==> config.mk <==
export PLATFORM = sky130hd
export DESIGN_NAME = parallel_to_serial
export DESIGN_NICKNAME = d
export VERILOG_FILES = /design/src/rtl/parallel_to_serial_pkg.sv /design/src/rtl/sync_fifo.sv /design/src/rtl/parallel_to_serial.sv
export SDC_FILE = /design/constraint.sdc
export NUM_CORES = 1
export LEC_CHECK = 0
export BUFFER_PORTS_ARGS = -buffer_cell sky130_fd_sc_hd__buf_2
export CAP_MARGIN = 0
export CORE_ASPECT_RATIO = 2
export CORE_UTILIZATION = 34
export DETAILED_ROUTE_END_ITERATION = 6
export GPL_ROUTABILITY_DRIVEN = 0
export GPL_TIMING_DRIVEN = 0
export PLACE_DENSITY = 0.48
export REMOVE_ABC_BUFFERS = 1
export SYNTH_ARGS = -nofsm -noshare
export SYNTH_HDL_FRONTEND = slang
export SYNTH_SLANG_ARGS = --single-unit
==> constraint.sdc <==
create_clock -name clk -period 2.8 [get_ports clk]
set_clock_uncertainty 0.05 [all_clocks]
set_input_delay 0.42 -clock clk [delete_from_list [all_inputs] [get_ports clk]]
set_output_delay 0.42 -clock clk [all_outputs]
set_load 0.01 [all_outputs]
==> src/rtl/parallel_to_serial_pkg.sv <==
// Shared definitions for the parallel-to-serial transmitter and its buffer.
package parallel_to_serial_pkg;

    // Default word width and buffer depth
    localparam int unsigned WIDTH_DEFAULT = 4;
    localparam int unsigned DEPTH_DEFAULT = 4;

    // Transmitter FSM encoding
    typedef enum logic {
        IDLE  = 1'b0,
        SHIFT = 1'b1
    } state_t;

endpackage

==> src/rtl/sync_fifo.sv <==
// Single-clock FIFO with registered occupancy and show-ahead read data.
// A push into a full buffer is refused even when a pop happens on the same edge.
module sync_fifo
    import parallel_to_serial_pkg::*;
#(
    parameter int unsigned WIDTH = WIDTH_DEFAULT,
    parameter int unsigned DEPTH = DEPTH_DEFAULT
) (
    input  logic                     clk,
    input  logic                     rst,
    input  logic                     push,
    input  logic [WIDTH-1:0]         push_data,
    input  logic                     pop,
    output logic [WIDTH-1:0]         pop_data,
    output logic                     full,
    output logic                     empty,
    output logic [$clog2(DEPTH):0]   level
);

    localparam int unsigned PW = $clog2(DEPTH);
    localparam int unsigned LW = PW + 1;

    logic [WIDTH-1:0] mem [DEPTH];
    logic [PW-1:0]    wr_ptr;
    logic [PW-1:0]    rd_ptr;
    logic             push_ok;
    logic             pop_ok;

    assign full     = (level == LW'(DEPTH));
    assign empty    = (level == '0);
    assign push_ok  = push && !full;
    assign pop_ok   = pop && !empty;
    assign pop_data = mem[rd_ptr];

    // Pointers wrap naturally at DEPTH (power of two); level saturates by construction
    always_ff @(posedge clk or negedge rst) begin
        if (!rst) begin
            wr_ptr <= '0;
            rd_ptr <= '0;
            level  <= '0;
        end else begin
            if (push_ok) begin
                wr_ptr <= wr_ptr + PW'(1);
            end
            if (pop_ok) begin
                rd_ptr <= rd_ptr + PW'(1);
            end
            case ({push_ok, pop_ok})
                2'b10:   level <= level + LW'(1);
                2'b01:   level <= level - LW'(1);
                default: level <= level;
            endcase
        end
    end

    // Storage array carries no reset; validity is tracked by pointers and level
    always_ff @(posedge clk) begin
        if (push_ok) begin
            mem[wr_ptr] <= push_data;
        end
    end

endmodule

==> src/rtl/parallel_to_serial.sv <==
// Buffered parallel-to-serial transmitter: MSB first, back-to-back words with
// no idle gap, all serial-side outputs registered.
module parallel_to_serial
    import parallel_to_serial_pkg::*;
#(
    parameter int unsigned WIDTH = WIDTH_DEFAULT,
    parameter int unsigned DEPTH = DEPTH_DEFAULT
) (
    input  logic                     clk,
    input  logic                     rst,
    input  logic [WIDTH-1:0]         in_data,
    input  logic                     in_valid,
    output logic                     in_ready,
    output logic                     serial_out,
    output logic                     frame_start,
    output logic                     busy,
    output logic [$clog2(DEPTH):0]   level
);

    localparam int unsigned CW = $clog2(WIDTH);

    logic             push;
    logic             pop;
    logic             full;
    logic             empty;
    logic [WIDTH-1:0] head;

    state_t           state;
    state_t           state_next;
    logic [WIDTH-1:0] sreg;
    logic [WIDTH-1:0] sreg_next;
    logic [WIDTH-1:0] shifted;
    logic [CW-1:0]    cnt;
    logic [CW-1:0]    cnt_next;
    logic             load;
    logic             serial_next;
    logic             frame_next;
    logic             busy_next;

    // Ready depends only on the registered occupancy, never on in_valid
    assign in_ready = !full;
    assign push     = in_valid && in_ready;

    sync_fifo #(
        .WIDTH (WIDTH),
        .DEPTH (DEPTH)
    ) u_fifo (
        .clk       (clk),
        .rst       (rst),
        .push      (push),
        .push_data (in_data),
        .pop       (pop),
        .pop_data  (head),
        .full      (full),
        .empty     (empty),
        .level     (level)
    );

    // Next-state, shift-register and output decode
    always_comb begin
        state_next  = state;
        sreg_next   = sreg;
        cnt_next    = cnt;
        load        = 1'b0;
        pop         = 1'b0;
        serial_next = 1'b0;
        frame_next  = 1'b0;
        busy_next   = 1'b0;
        shifted     = sreg << 1;

        case (state)
            IDLE: begin
                load = !empty;
            end
            SHIFT: begin
                if (cnt != '0) begin
                    sreg_next   = shifted;
                    cnt_next    = cnt - CW'(1);
                    serial_next = shifted[WIDTH-1];
                    busy_next   = 1'b1;
                end else if (!empty) begin
                    load = 1'b1;
                end else begin
                    state_next = IDLE;
                    sreg_next  = '0;
                end
            end
        endcase

        // Loading the next word doubles as the first bit of its frame
        if (load) begin
            pop         = 1'b1;
            state_next  = SHIFT;
            sreg_next   = head;
            cnt_next    = CW'(WIDTH - 1);
            serial_next = head[WIDTH-1];
            frame_next  = 1'b1;
            busy_next   = 1'b1;
        end
    end

    // State, shift register, bit counter and registered outputs
    always_ff @(posedge clk or negedge rst) begin
        if (!rst) begin
            state       <= IDLE;
            sreg        <= '0;
            cnt         <= '0;
            serial_out  <= 1'b0;
            frame_start <= 1'b0;
            busy        <= 1'b0;
        end else begin
            state       <= state_next;
            sreg        <= sreg_next;
            cnt         <= cnt_next;
            serial_out  <= serial_next;
            frame_start <= frame_next;
            busy        <= busy_next;
        end
    end

endmodule
== Yosys cells after proc, flatten, opt, wreduce, memory -nomap -nowiden ==
Memory sizes are Yosys's and may differ from the RTL's.
Cells that the tools add are included.

* Flip-flop bits (word level): 16
* RAM bits: 16
* Bits of input ports: 7
* Output and inout port bits: 7
* Logic and storage cells: 55
* Memories kept: 1

{| class="wikitable"
|+ Memories
! name !! words !! width !! read ports !! clocked after memory_dff !! wr ports !! line !! text
|-
| u_fifo.mem || 4 || 4 || 1 || 0 || 1 || sync_fifo.sv:23 || <nowiki>logic [WIDTH-1:0] mem [DEPTH];</nowiki>
|}

* Add/subtract/negate cells: 5
* Equality and inequality tests: 3
* Multiplexer cells: 23
* Bitwise logic cells: 1
* Reduce and logical (&&, ||, !) cells: 13

{| class="wikitable"
|+ Operator list
! cell !! count
|-
| 2-to-1 mux 1 bit || 14
|-
| 2-to-1 mux 3 bit || 4
|-
| nonzero test 2 bit || 4
|-
| 2-to-1 mux 2 bit || 3
|-
| one-hot mux 3 bit (2 select lines) || 1
|-
| adder 2 x 1 -> 2 bit (second input constant) || 2
|-
| AND reduction 2 bit || 2
|-
| adder 3 x 1 -> 3 bit (second input constant) || 1
|-
| equality test 3 bit (second input constant) || 1
|-
| logical AND 1 bit || 3
|-
| zero test 3 bit || 1
|-
| nonzero test 3 bit || 1
|-
| subtractor 3 x 1 -> 3 bit (second input constant) || 1
|-
| equality test 2 x 1 -> 1 bit (second input constant) || 1
|-
| equality test 2 bit (second input constant) || 1
|-
| zero test 1 bit || 2
|-
| one-hot mux 1 bit (2 select lines) || 1
|-
| subtractor 2 x 1 -> 2 bit (second input constant) || 1
|-
| inverter 1 bit || 1
|}

== Logic depth before layout (Yosys ltp) ==
Gate-level depths: netlist (run 1).

* Depth after elaboration: 8
* Depth in mapped cells: 11
* Mapped depth without buffers: 10

== Cells and area by module ==
A second synthesis (run 1) with hierarchy kept.

* Cell total of the unflattened synthesis: 96
* Area, all modules: 1440.1 um^2

{| class="wikitable"
|+ Modules (own cells, without submodules)
! module !! times used !! cells each !! area an instance (um^2) !! sequential area each (um^2)
|-
| sync_fifo || 1 || 59 || 1009.7 || 655.6
|-
| parallel_to_serial || 1 || 37 || 430.4 || 225.2
|}

== Least setup slack after synthesis (run 1) ==
No wires, ideal clock.

* Path type: flip-flop to flip-flop
* Start point: register u_fifo.level[0]
* End point: register u_fifo.level[2]
* Library setup time: 79 ps
* Arrival time: 2050 ps
* Required time: 2671 ps
* Setup slack: 620 ps
* Stages on the path, launching flop included: 10
* Period minus slack after synthesis: 2180 ps
* Cells stage by stage: dfrtp_1 -> or3b_4 -> and2_4 -> inv_1 -> ha_1 -> inv_1 -> fa_1 -> xor2_1 -> nor2_1 -> xor2_1

* Elaborated cells between the ends (all ways): 17
* Classes of those cells: add/sub: 2; eq/ne: 3; mux: 5; reduce/logical: 7

{| class="wikitable"
|+ RTL lines
! item !! line !! text
|-
| start, declared || sync_fifo.sv:17 || <nowiki>output logic [$clog2(DEPTH):0] level</nowiki>
|-
| start signal, assigned || sync_fifo.sv:49 || <nowiki>2'b10: level <= level + LW'(1);</nowiki>
|-
| start signal, assigned || sync_fifo.sv:50 || <nowiki>2'b01: level <= level - LW'(1);</nowiki>
|-
| start signal, assigned || sync_fifo.sv:51 || <nowiki>default: level <= level;</nowiki>
|-
| equality test 3 bit * || sync_fifo.sv:29 || <nowiki>assign full = (level == LW'(DEPTH));</nowiki>
|-
| zero test 1 bit * || parallel_to_serial.sv:41 || <nowiki>assign in_ready = !full;</nowiki>
|-
| net in_ready || parallel_to_serial.sv:13 || <nowiki>output logic in_ready,</nowiki>
|-
| logical AND 1 bit || parallel_to_serial.sv:42 || <nowiki>assign push = in_valid && in_ready;</nowiki>
|-
| logical AND 1 bit * || sync_fifo.sv:31 || <nowiki>assign push_ok = push && !full;</nowiki>
|-
| equality test 2 x 1 -> 1 bit or equality test 2 bit (tied branches) || sync_fifo.sv:48 || <nowiki>case ({push_ok, pop_ok})</nowiki>
|-
| one-hot mux 3 bit (2 select lines) or nonzero test 2 bit (tied branches) || -- ||
|}

The timed path passes the listed nets; every way through them passes the cells marked *.
A chain may end at the register's enable or synchronous reset.

== Final worst setup path (run 1) ==
* Start point: register cnt[0]
* End point: register u_fifo.level[2]

* Longest elaborated chain between the ends: 7
* Elaborated cells between the ends (all ways): 9
* Classes of those cells: eq/ne: 2; mux: 4; reduce/logical: 3

{| class="wikitable"
|+ RTL lines
! item !! line !! text
|-
| start, declared || parallel_to_serial.sv:33 || <nowiki>logic [CW-1:0] cnt;</nowiki>
|-
| start signal, assigned || parallel_to_serial.sv:114 || <nowiki>cnt <= cnt_next;</nowiki>
|-
| nonzero test 2 bit * || parallel_to_serial.sv:76 || <nowiki>if (cnt != '0) begin</nowiki>
|-
| 2-to-1 mux 1 bit * || parallel_to_serial.sv:76 ||
|-
| one-hot mux 1 bit (2 select lines) * || parallel_to_serial.sv:71 || <nowiki>case (state)</nowiki>
|-
| 2-to-1 mux 1 bit * || parallel_to_serial.sv:91 || <nowiki>if (load) begin</nowiki>
|-
| logical AND 1 bit * || sync_fifo.sv:32 || <nowiki>assign pop_ok = pop && !empty;</nowiki>
|-
| net u_fifo.pop_ok || sync_fifo.sv:27 || <nowiki>logic pop_ok;</nowiki>
|-
| equality test 2 x 1 -> 1 bit or equality test 2 bit (tied branches) || sync_fifo.sv:48 ||
|-
| one-hot mux 3 bit (2 select lines) or nonzero test 2 bit (tied branches) || -- ||
|}

Marks and branches as above.

==> flow_metrics.env, run 1 <==
export IMPL_status="finished, violations left"
export IMPL_violations="hold timing"
export IMPL_syn_area_um2=1380
export IMPL_grt_max_degree=17
export IMPL_period_share=0.846
export IMPL_antenna_cells=0
export IMPL_path_clk_slew_ps=70
export IMPL_drcViolationCount=0
export IMPL_finalSetupViolations=0
export IMPL_fin_setup_tns_ps=0
export IMPL_min_period_ps=2370
export IMPL_finalInstanceArea_um2=1580
export IMPL_path_class="reg2reg"
export IMPL_first_pass_iters=4
export IMPL_postCtsSetupBuffers=0
export IMPL_worstPathRequired_ps=2910
export IMPL_start_util=0.356
export IMPL_antenna_found_initial=0
export IMPL_multi_input_area_um2=453
export IMPL_startpoint_type="flip-flop"
export IMPL_cts_max_level=2
export IMPL_io_pins=14
export IMPL_hold_viol_final=3
export IMPL_placed_area_um2=1500
export IMPL_avgRoutedWirePerCell_um=14.0
export IMPL_p_per_area_nw_per_um2=1060
export IMPL_synth_cells=92
export IMPL_worst_setup_path_end_kind="flip-flop"
export IMPL_clk_latency_ps=270
export IMPL_worst_r2r_path_depth=10
export IMPL_ys_ff_latch=32
export IMPL_fmax_mhz=422
export IMPL_grt_pass1_wl_um=3770
export IMPL_nets=123
export IMPL_whs_ps=-1.99
export IMPL_cts_tree="yes"
export IMPL_grt_usage=0.128
export IMPL_core_area_um2=3880
export IMPL_post_cts_resized=0
export IMPL_syn_avg_cell_area_um2=15.0
export IMPL_rsz0062_at_grt="no"
export IMPL_crit_arrival_ps=2470
export IMPL_cts_hold_buf=0
export IMPL_cts_made_buffers=5
export IMPL_cts_sinks=32
export IMPL_grt_overflow=0
export IMPL_cts_buffer_depth=2
export IMPL_regArea_um2=881
export IMPL_wirelength_um=2250
export IMPL_slew_headroom=0.560
export IMPL_synthFlopType="edfxtp_1"
export IMPL_die_h_um=92.1
export IMPL_synth_warnings=0
export IMPL_maxSlewViolCount=0
export IMPL_worst_slew_pin_slew_ps=658
export IMPL_drtAntennaViolNets=0
export IMPL_hp_class="in2async"
export IMPL_cap_violations=0
export IMPL_dp_hpwl_um=1740
export IMPL_ys_seq_area_frac=0.638
export IMPL_io_buffers=13
export IMPL_vias_per_cell=4.72
export IMPL_finish_utilization=0.407
export IMPL_fillers=388
export IMPL_die_x_um=47.1
export IMPL_area_delta_synth_final_pct=14.3
export IMPL_dieArea_um2=4340
export IMPL_layout_cells_most_common_list="dfrtp_1, edfxtp_1, buf_2, inv_1, ha_1"
export IMPL_ir_drop_mv=0.485
export IMPL_synth_edf_count=16
export IMPL_drive_gt1_frac=0.291
export IMPL_grt_pass1_vias=800
export IMPL_async_flop_share=0.500
export IMPL_vias=760
export IMPL_ys_types=27
export IMPL_cts_root_buf="clkbuf_8"
export IMPL_std_cell_rows=32
export IMPL_p_leak_nw=0.675
export IMPL_first_iter_violations=10
export IMPL_cp_max_fo=10
state kept, by name, summed over array words and instances, names as in the netlist:
name	cells
busy	1
cnt	2
u_fifo.wr_ptr	2
sreg	3
state	1
serial_out	1
u_fifo.mem	16
u_fifo.rd_ptr	2
u_fifo.level	3
frame_start	1
synthesized netlist by cell type, drive strengths merged (2+ instances only):
library cell	number	share of area
buf	2	0.0072
dfrtp	16	0.29
a32oi	2	0.013
inv	9	0.024
edfxtp	16	0.35
a21oi	2	0.0072
xor2	4	0.025
mux4	4	0.065
nor2	3	0.0082
nor3	3	0.011
ha	6	0.054
o21ai	5	0.018
mux2i	3	0.022
xnor2	2	0.013
and3	4	0.022
worst max-delay path, stage by stage, from the launching register on:
cell and delay (ps):
dfrtp_1 370, inv_1 50, ha_1 270, nor2b_1 550
nor2_1 120, ha_1 250, inv_1 70, fa_1 170
xor2_1 150, nor2_1 60, xor2_1 140
logic make-up (layout without fill, tap and decap cells):
| family | after synthesis | count (layout) | synth area share |
|---|---|---|---|
| buffers and inverters | 12 | 30 | 0.0344 |
| and+or+nand+nor | 16 | 16 | 0.0734 |
| muxes | 8 | 8 | 0.0978 |
| DFF | 32 | 32 | 0.638 |
| AOI/OAI and AO/OA | 11 | 11 | 0.0498 |
| adders and majority gates | 7 | 7 | 0.0688 |
| xor gates and xnor gates | 6 | 6 | 0.0380 |
power by group:
part	internal (mW)	leakage, nW	switching (mW)
logic	0.288	0.295	0.290
registers	0.650	0.334	0.118
clock network	0.168	0.0453	0.157
per-stage QoR:
step / setup slack [ps] / std cells / power, mW
6_report: 431 / 161 / 1.67
5_1_grt: 221 / 161 / 1.80
4_1_cts: 380 / 161 / 1.70
3_5_place_dp: 394 / 153 / 1.37
3_3_place_gp: 443 / 153 / 1.34
2_1_floorplan: 620 / 89 / 1.19
layer usage:
| layer | share of wire | track usage | wire length [um] |
|---|---|---|---|
| met3 | 0.016 | 0.0354 | 35 |
| met5 | 0 | 0 | 0 |
| met2 | 0.59 | 0.212 | 1330 |
| met1 | 0.38 | 0.136 | 851 |
| met4 | 0.013 | 0.0714 | 30 |
layout make-up:
| cell class | count | share of cell area |
|---|---|---|
| clock buffers | 5 | 0.0436 |
| well taps | 51 | 0.0404 |
| repair buffers | 13 | 0.0412 |
| inverters | 9 | 0.0214 |
| flip-flops and latches | 32 | 0.558 |
| clock inverters | 3 | 0.00872 |
| multi-input cells | 48 | 0.287 |
worst paths after layout:
| path | start | to | slack [ps] |
|---|---|---|---|
| setup reg to reg | cnt[0] | u_fifo.level[2] | 430 |
| max in group asynchronous | rst | u_fifo.wr_ptr[0] | 2420 |
| min in group clk | in_data[2] | u_fifo.mem[0][2] | 310 |
| hold / removal | rst | frame_start | -2 |
| setup / recovery | cnt[0] | u_fifo.level[2] | 430 |
| hold reg to reg | cnt[0] | cnt[0] | 430 |
(Power assumes the default switching activity.)
==> run 2: changes to the inputs <==
--- a/config.mk
+++ b/config.mk
@@ -5,6 +5,7 @@
 export SDC_FILE = /design/constraint.sdc
 export NUM_CORES = 1
 export LEC_CHECK = 0
+export ABC_AREA = 1
 export BUFFER_PORTS_ARGS = -buffer_cell sky130_fd_sc_hd__buf_2
 export CAP_MARGIN = 0
 export CORE_ASPECT_RATIO = 2
==> constraint.sdc (replaced) <==
create_clock -name clk -period 2.47 [get_ports clk]
set_clock_uncertainty 0.05 [all_clocks]
set_input_delay 0.3705 -clock clk [delete_from_list [all_inputs] [get_ports clk]]
set_output_delay 0.3705 -clock clk [all_outputs]
set_load 0.01 [all_outputs]
==> flow_metrics.env, run 2 <==
export IMPL_synth_top_cell_by_area="edfxtp_1"
export IMPL_path_clk_slew_ps=70
export IMPL_syn_area_um2=1450
export IMPL_first_pass_iters=3
export IMPL_synth_most_common_cell="nand2_1"
export IMPL_dp_hpwl_um=1850
export IMPL_avgRoutedWirePerCell_um=11.4
export IMPL_period_share=0.900
export IMPL_synth_edf_count=16
export IMPL_fillers=393
export IMPL_ys_ff_latch=32
export IMPL_grt_pass1_wl_um=4040
export IMPL_synth_area_top_cells="edfxtp_1, dfrtp_1, nand2_1"
export IMPL_final_common_cell="nand2_1"
export IMPL_met1_usage=0.123
export IMPL_gr_usage_met3=0.0402
export IMPL_synthFlopType="edfxtp_1"
export IMPL_die_x_um=48.2
export IMPL_io_pins=14
export IMPL_cts_made_buffers=5
export IMPL_start_util=0.355
export IMPL_ys_types=21
export IMPL_met2_usage=0.226
export IMPL_slew_headroom=0.712
export IMPL_p_leak_nw=0.779
export IMPL_cap_violations=0
export IMPL_syn_avg_cell_area_um2=10.5
export IMPL_finish_utilization=0.410
export IMPL_hp_class="in2reg"
export IMPL_fin_setup_tns_ps=0
export IMPL_yosys_top_cells_count="nand2_1, inv_1, dfrtp_1, edfxtp_1, nor2_1"
export IMPL_vias_per_cell=4.33
export IMPL_min_period_ps=2220
export IMPL_cts_root_buf="clkbuf_8"
export IMPL_worst_path_buf_inv=4
export IMPL_cp_max_fo=7
export IMPL_finalInstanceArea_um2=1680
export IMPL_cts_max_level=2
export IMPL_cpMaxStageDelayCell="fa_1"
export IMPL_drive_gt1_frac=0.201
export IMPL_crit_family="adder cells"
export IMPL_grt_usage=0.132
export IMPL_startpoint_type="flip-flop"
export IMPL_post_place_ws_ps=271
export IMPL_maxSlewViolCount=0
export IMPL_grt_max_degree=17
export IMPL_hold_viol_final=0
export IMPL_worst_setup_path_end_kind="flip-flop"
export IMPL_antenna_found_initial=0
export IMPL_status="finished, final reports clean"
export IMPL_p_per_area_nw_per_um2=1280
export IMPL_dieArea_um2=4550
export IMPL_synth_top_area_frac=0.331
export IMPL_fmax_mhz=450
export IMPL_placed_area_um2=1570
export IMPL_wirelength_um=2400
export IMPL_cts_tree="yes"
export IMPL_antenna_cells=0
export IMPL_std_cell_rows=33
export IMPL_global_route_peak_usage_layer="met2"
export IMPL_die_h_um=94.4
export IMPL_crit_top_cell="inv_1"
export IMPL_synth_warnings=0
export IMPL_nets=172
export IMPL_async_flop_share=0.500
export IMPL_rsz0062_at_grt="no"
export IMPL_cpPeakStageDelay_ps=390
export IMPL_cts_sinks=32
export IMPL_clk_latency_ps=290
export IMPL_path_cells="inv_1, ha_1, inv_1, nand2_1, nand2_4, inv_1, ha_1, inv_1, fa_1, a21oi_1, o21ai_0, xor2_1"
export IMPL_drcViolationCount=0
export IMPL_core_area_um2=4090
export IMPL_worstPathRequired_ps=2580
export IMPL_crit_arrival_ps=2340
export IMPL_vias=914
export IMPL_ys_seq_area_frac=0.607
export IMPL_drtAntennaViolNets=0
export IMPL_path_class="reg2reg"
export IMPL_cts_buffer_depth=2
export IMPL_finalSetupViolations=0
export IMPL_grt_pass1_vias=917
export IMPL_top_register="u_fifo.mem"
export IMPL_layout_setup_ws_ps=247
export IMPL_ir_drop_mv=0.502
export IMPL_grt_overflow=0
export IMPL_largest_reg_flops=16
export IMPL_area_delta_synth_final_pct=15.5
export IMPL_worst_slew_pin_slew_ps=431
export IMPL_reg_top3="u_fifo.mem (16), sreg (3), u_fifo.level (3)"
export IMPL_layout_cells_most_common_list="nand2_1, inv_1, dfrtp_1, edfxtp_1, buf_2"
export IMPL_finalPower_mw=2.15
export IMPL_io_buffers=13
export IMPL_synth_cells=138
export IMPL_first_iter_violations=11
run 2: cell types whose count changed after synthesis, moves of 4 or more:
| cell | change |
|---|---|
| and3_2 | -4 |
| nand2_1 | +28 |
| mux4_2 | -4 |
| inv_1 | +15 |
| nand3_1 | +9 |
| nor2_1 | +9 |
run 2: cell type report:
cell class / count / area (um2) / area share
sequential: 32 / 881 / 0.526
multi-input combinational: 79 / 462 / 0.276
inverter: 26 / 100 / 0.0597
timing repair buffer: 14 / 75.1 / 0.0448
clock buffer: 5 / 68.8 / 0.0411
tap: 52 / 65.1 / 0.0388
clock inverter: 3 / 23.8 / 0.0142
run 2: metrics by stage:
step,hold WS [ps],instances
finish,244,211
global route,233,211
CTS,233,211
detailed placement,265,202
global placement,259,202
floorplan,24.9,137
run 2: layer usage:
metal	up-vias	part of all wire	wire length [um]
met2	13	0.57	1370
li1	471	-	-
met4	0	0.032	76
met5	-	0	0
met1	422	0.37	887
met3	8	0.027	65
run 2: worst reg2reg max path: stages, from the launching register on:
cell	delay, ps
dfrtp_1	360
inv_1	90
ha_1	150
inv_1	50
nand2_1	170
nand2_4	130
inv_1	80
ha_1	140
inv_1	60
fa_1	390
a21oi_1	160
o21ai_0	110
xor2_1	150
run 2: logic make-up after synthesis:
kind of cell / count (synthesis) / synth area share
and+or+nand+nor: 58 / 0.192
DFF: 32 / 0.607
buffers and inverters: 27 / 0.0742
AOI/OAI and AO/OA: 10 / 0.0371
adders and majority gates: 7 / 0.0656
xor gates and xnor gates: 4 / 0.0242
run 2: repair_timing:
item	in CTS	in global routing
endpoints found under the hold margin	16	0
resized for setup	0	0
setup endpoints to repair	0	0
hold buffers	1	0
setup buffers	0	0
run 2: path summary, 6_finish.rpt:
path | cells past startpoint | end | slack, ps | start
worst min-delay path | 1 | u_fifo.mem[2][2] | 240 | in_data[2]
worst min register to register | 2 | serial_out | 440 | sreg[2]
worst max register to register | 12 | u_fifo.level[2] | 250 | cnt[0]
min in group asynchronous | 2 | u_fifo.level[1] | 480 | rst
worst max-delay path | 12 | u_fifo.level[2] | 250 | cnt[0]
max in group asynchronous | 2 | cnt[1] | 1620 | rst
run 2: report_power, final:
| group | internal, mW | leakage [nW] | switching, mW | total (mW) |
|---|---|---|---|---|
| clock | 0.199 | 0.0404 | 0.208 | 0.407 |
| combinational | 0.321 | 0.405 | 0.537 | 0.858 |
| sequential | 0.755 | 0.334 | 0.126 | 0.882 |
| total | 1.28 | 0.779 | 0.871 | 2.15 |
==> run 3: changes to the inputs <==
--- a/config.mk
+++ b/config.mk
@@ -6,7 +6,7 @@
 export NUM_CORES = 1
 export LEC_CHECK = 0
 export ABC_AREA = 1
-export BUFFER_PORTS_ARGS = -buffer_cell sky130_fd_sc_hd__buf_2
+export BUFFER_PORTS_ARGS = -buffer_cell sky130_fd_sc_hd__buf_4
 export CAP_MARGIN = 0
 export CORE_ASPECT_RATIO = 2
 export CORE_UTILIZATION = 34
==> flow_metrics.env, run 3 (synthesis results as in run 2) <==
export IMPL_multi_input_area_um2=462
export IMPL_fin_cells=211
export IMPL_maxSlewViolCount=0
export IMPL_wirelength_um=2370
export IMPL_avgRoutedWirePerCell_um=11.2
export IMPL_startpoint_type="flip-flop"
export IMPL_period_share=0.907
export IMPL_nets=172
export IMPL_whs_ps=244
export IMPL_grt_max_degree=17
export IMPL_p_leak_nw=0.805
export IMPL_dp_hpwl_um=1830
export IMPL_die_x_um=48.2
export IMPL_fillers=406
export IMPL_largest_reg_flops=16
export IMPL_grt_pass1_vias=947
export IMPL_min_period_ps=2240
export IMPL_power_frac_seq=0.393
export IMPL_crit_top_cell="inv_1"
export IMPL_postCtsSetupBuffers=0
export IMPL_cts_buffer_depth=2
export IMPL_cap_violations=0
export IMPL_die_h_um=94.4
export IMPL_path_class="reg2reg"
export IMPL_path_clk_slew_ps=60
export IMPL_final_common_cell="nand2_1"
export IMPL_layout_setup_ws_ps=230
export IMPL_drcViolationCount=0
export IMPL_cts_made_buffers=5
export IMPL_layout_cells_most_common_list="nand2_1, inv_1, dfrtp_1, edfxtp_1, buf_4"
export IMPL_status="finished, final reports clean"
export IMPL_p_per_area_nw_per_um2=1310
export IMPL_io_pins=14
export IMPL_top_register="u_fifo.mem"
export IMPL_pwr_share_clk=0.213
export IMPL_cts_sinks=32
export IMPL_path_cells="inv_1, ha_1, inv_1, nand2_1, nand2_4, inv_1, ha_1, inv_1, fa_1, a21oi_1, o21ai_0, xor2_1"
export IMPL_grt_pass1_wl_um=4100
export IMPL_cpPeakStageDelay_ps=380
export IMPL_start_util=0.355
export IMPL_io_buffers=13
export IMPL_fin_setup_tns_ps=0
export IMPL_reg_top3="u_fifo.mem (16), sreg (3), u_fifo.level (3)"
export IMPL_slew_headroom=0.714
export IMPL_cts_root_buf="clkbuf_8"
export IMPL_area_delta_synth_final_pct=18.8
export IMPL_finalInstanceArea_um2=1720
export IMPL_rsz0062_at_grt="no"
export IMPL_dp_cells=202
export IMPL_worstPathRequired_ps=2570
export IMPL_power_share_combinational=0.393
export IMPL_worst_setup_path_end_kind="flip-flop"
export IMPL_std_cell_rows=33
export IMPL_fmax_mhz=446
export IMPL_first_pass_iters=4
export IMPL_core_area_um2=4090
export IMPL_regArea_um2=881
export IMPL_p_sw_uw=844
export IMPL_grt_usage=0.133
export IMPL_post_place_ws_ps=231
export IMPL_cpMaxStageDelayCell="fa_1"
export IMPL_cts_max_level=2
export IMPL_antenna_cells=0
export IMPL_vias_per_cell=4.36
export IMPL_crit_arrival_ps=2340
export IMPL_drtAntennaViolNets=0
export IMPL_cp_max_fo=7
export IMPL_hold_viol_final=0
export IMPL_clk_latency_ps=280
export IMPL_intPower_mw=1.41
export IMPL_hp_class="in2reg"
export IMPL_first_iter_violations=10
export IMPL_placed_area_um2=1610
export IMPL_switching_share=0.375
export IMPL_finish_utilization=0.421
export IMPL_ir_drop_mv=0.509
export IMPL_cts_tree="yes"
export IMPL_antenna_found_initial=0
export IMPL_vias=920
export IMPL_grt_overflow=0
export IMPL_dieArea_um2=4550
export IMPL_drive_gt1_frac=0.195
export IMPL_worst_slew_pin_slew_ps=427
export IMPL_finalPower_mw=2.25
export IMPL_finalSetupViolations=0
-- run 3: cell types whose count changed in the layout (fill, tap and decap cells not counted), sizes merged --
cell,delta
bufinv,+1
clkinvlp,-2
clkbuf,+1
-- run 3: timing repair --
action / in CTS / in global routing
hold buffers: 1 / 0
gates resized for setup: 0 / 0
endpoints found under the hold margin: 16 / 0
endpoints found under the setup margin: 0 / 0
-- run 3: worst paths after layout --
path	startpoint	cells past startpoint	slack (ps)	endpoint
worst min register to register	sreg[2]	2	440	serial_out
min in group asynchronous	rst	2	440	sreg[2]
worst min-delay path	in_data[1]	1	240	u_fifo.mem[3][1]
worst max register to register	cnt[0]	12	230	u_fifo.level[2]
max in group asynchronous	rst	2	1740	u_fifo.wr_ptr[1]
worst max-delay path	cnt[0]	12	230	u_fifo.level[2]
-- run 3: metal layers --
metal / vias to the layer above / GRT usage / part of all wire / wire length, um
met4: 0 / 0.0694 / 0.018 / 43
met2: 15 / 0.224 / 0.57 / 1350
met5: - / 0 / 0 / 0
li1: 467 / - / - / -
met1: 433 / 0.132 / 0.38 / 903
met3: 5 / 0.0459 / 0.030 / 71
-- run 3: worst max-delay path, delay by kind of cell (launching register included) --
kind	cells	cell delay (ps)
AO/OA/AOI/OAI	2	270
XOR/XNOR	1	150
adder cells (fa/ha/maj)	3	680
buffers and inverters	4	310
flip-flops	1	360
AND/OR/NAND/NOR	2	300
-- run 3: final cells by class --
type / count / area share
Sequential cell: 32 / 0.511
Multi-Input combinational cell: 79 / 0.268
Timing Repair Buffer: 14 / 0.0625
Inverter: 26 / 0.0581
Clock buffer: 6 / 0.0421
Tap cell: 52 / 0.0378
Clock inverter: 2 / 0.0203
-- run 3: power by group through the flow --
stage	Combinational (mW)	Clock [mW]	Sequential [mW]
finish	0.885	0.480	0.886
global route	1.03	0.520	0.915
CTS	0.909	0.497	0.889
detailed placement	0.904	0	0.898
global placement	0.871	0	0.890
floorplan	0.638	0	0.890
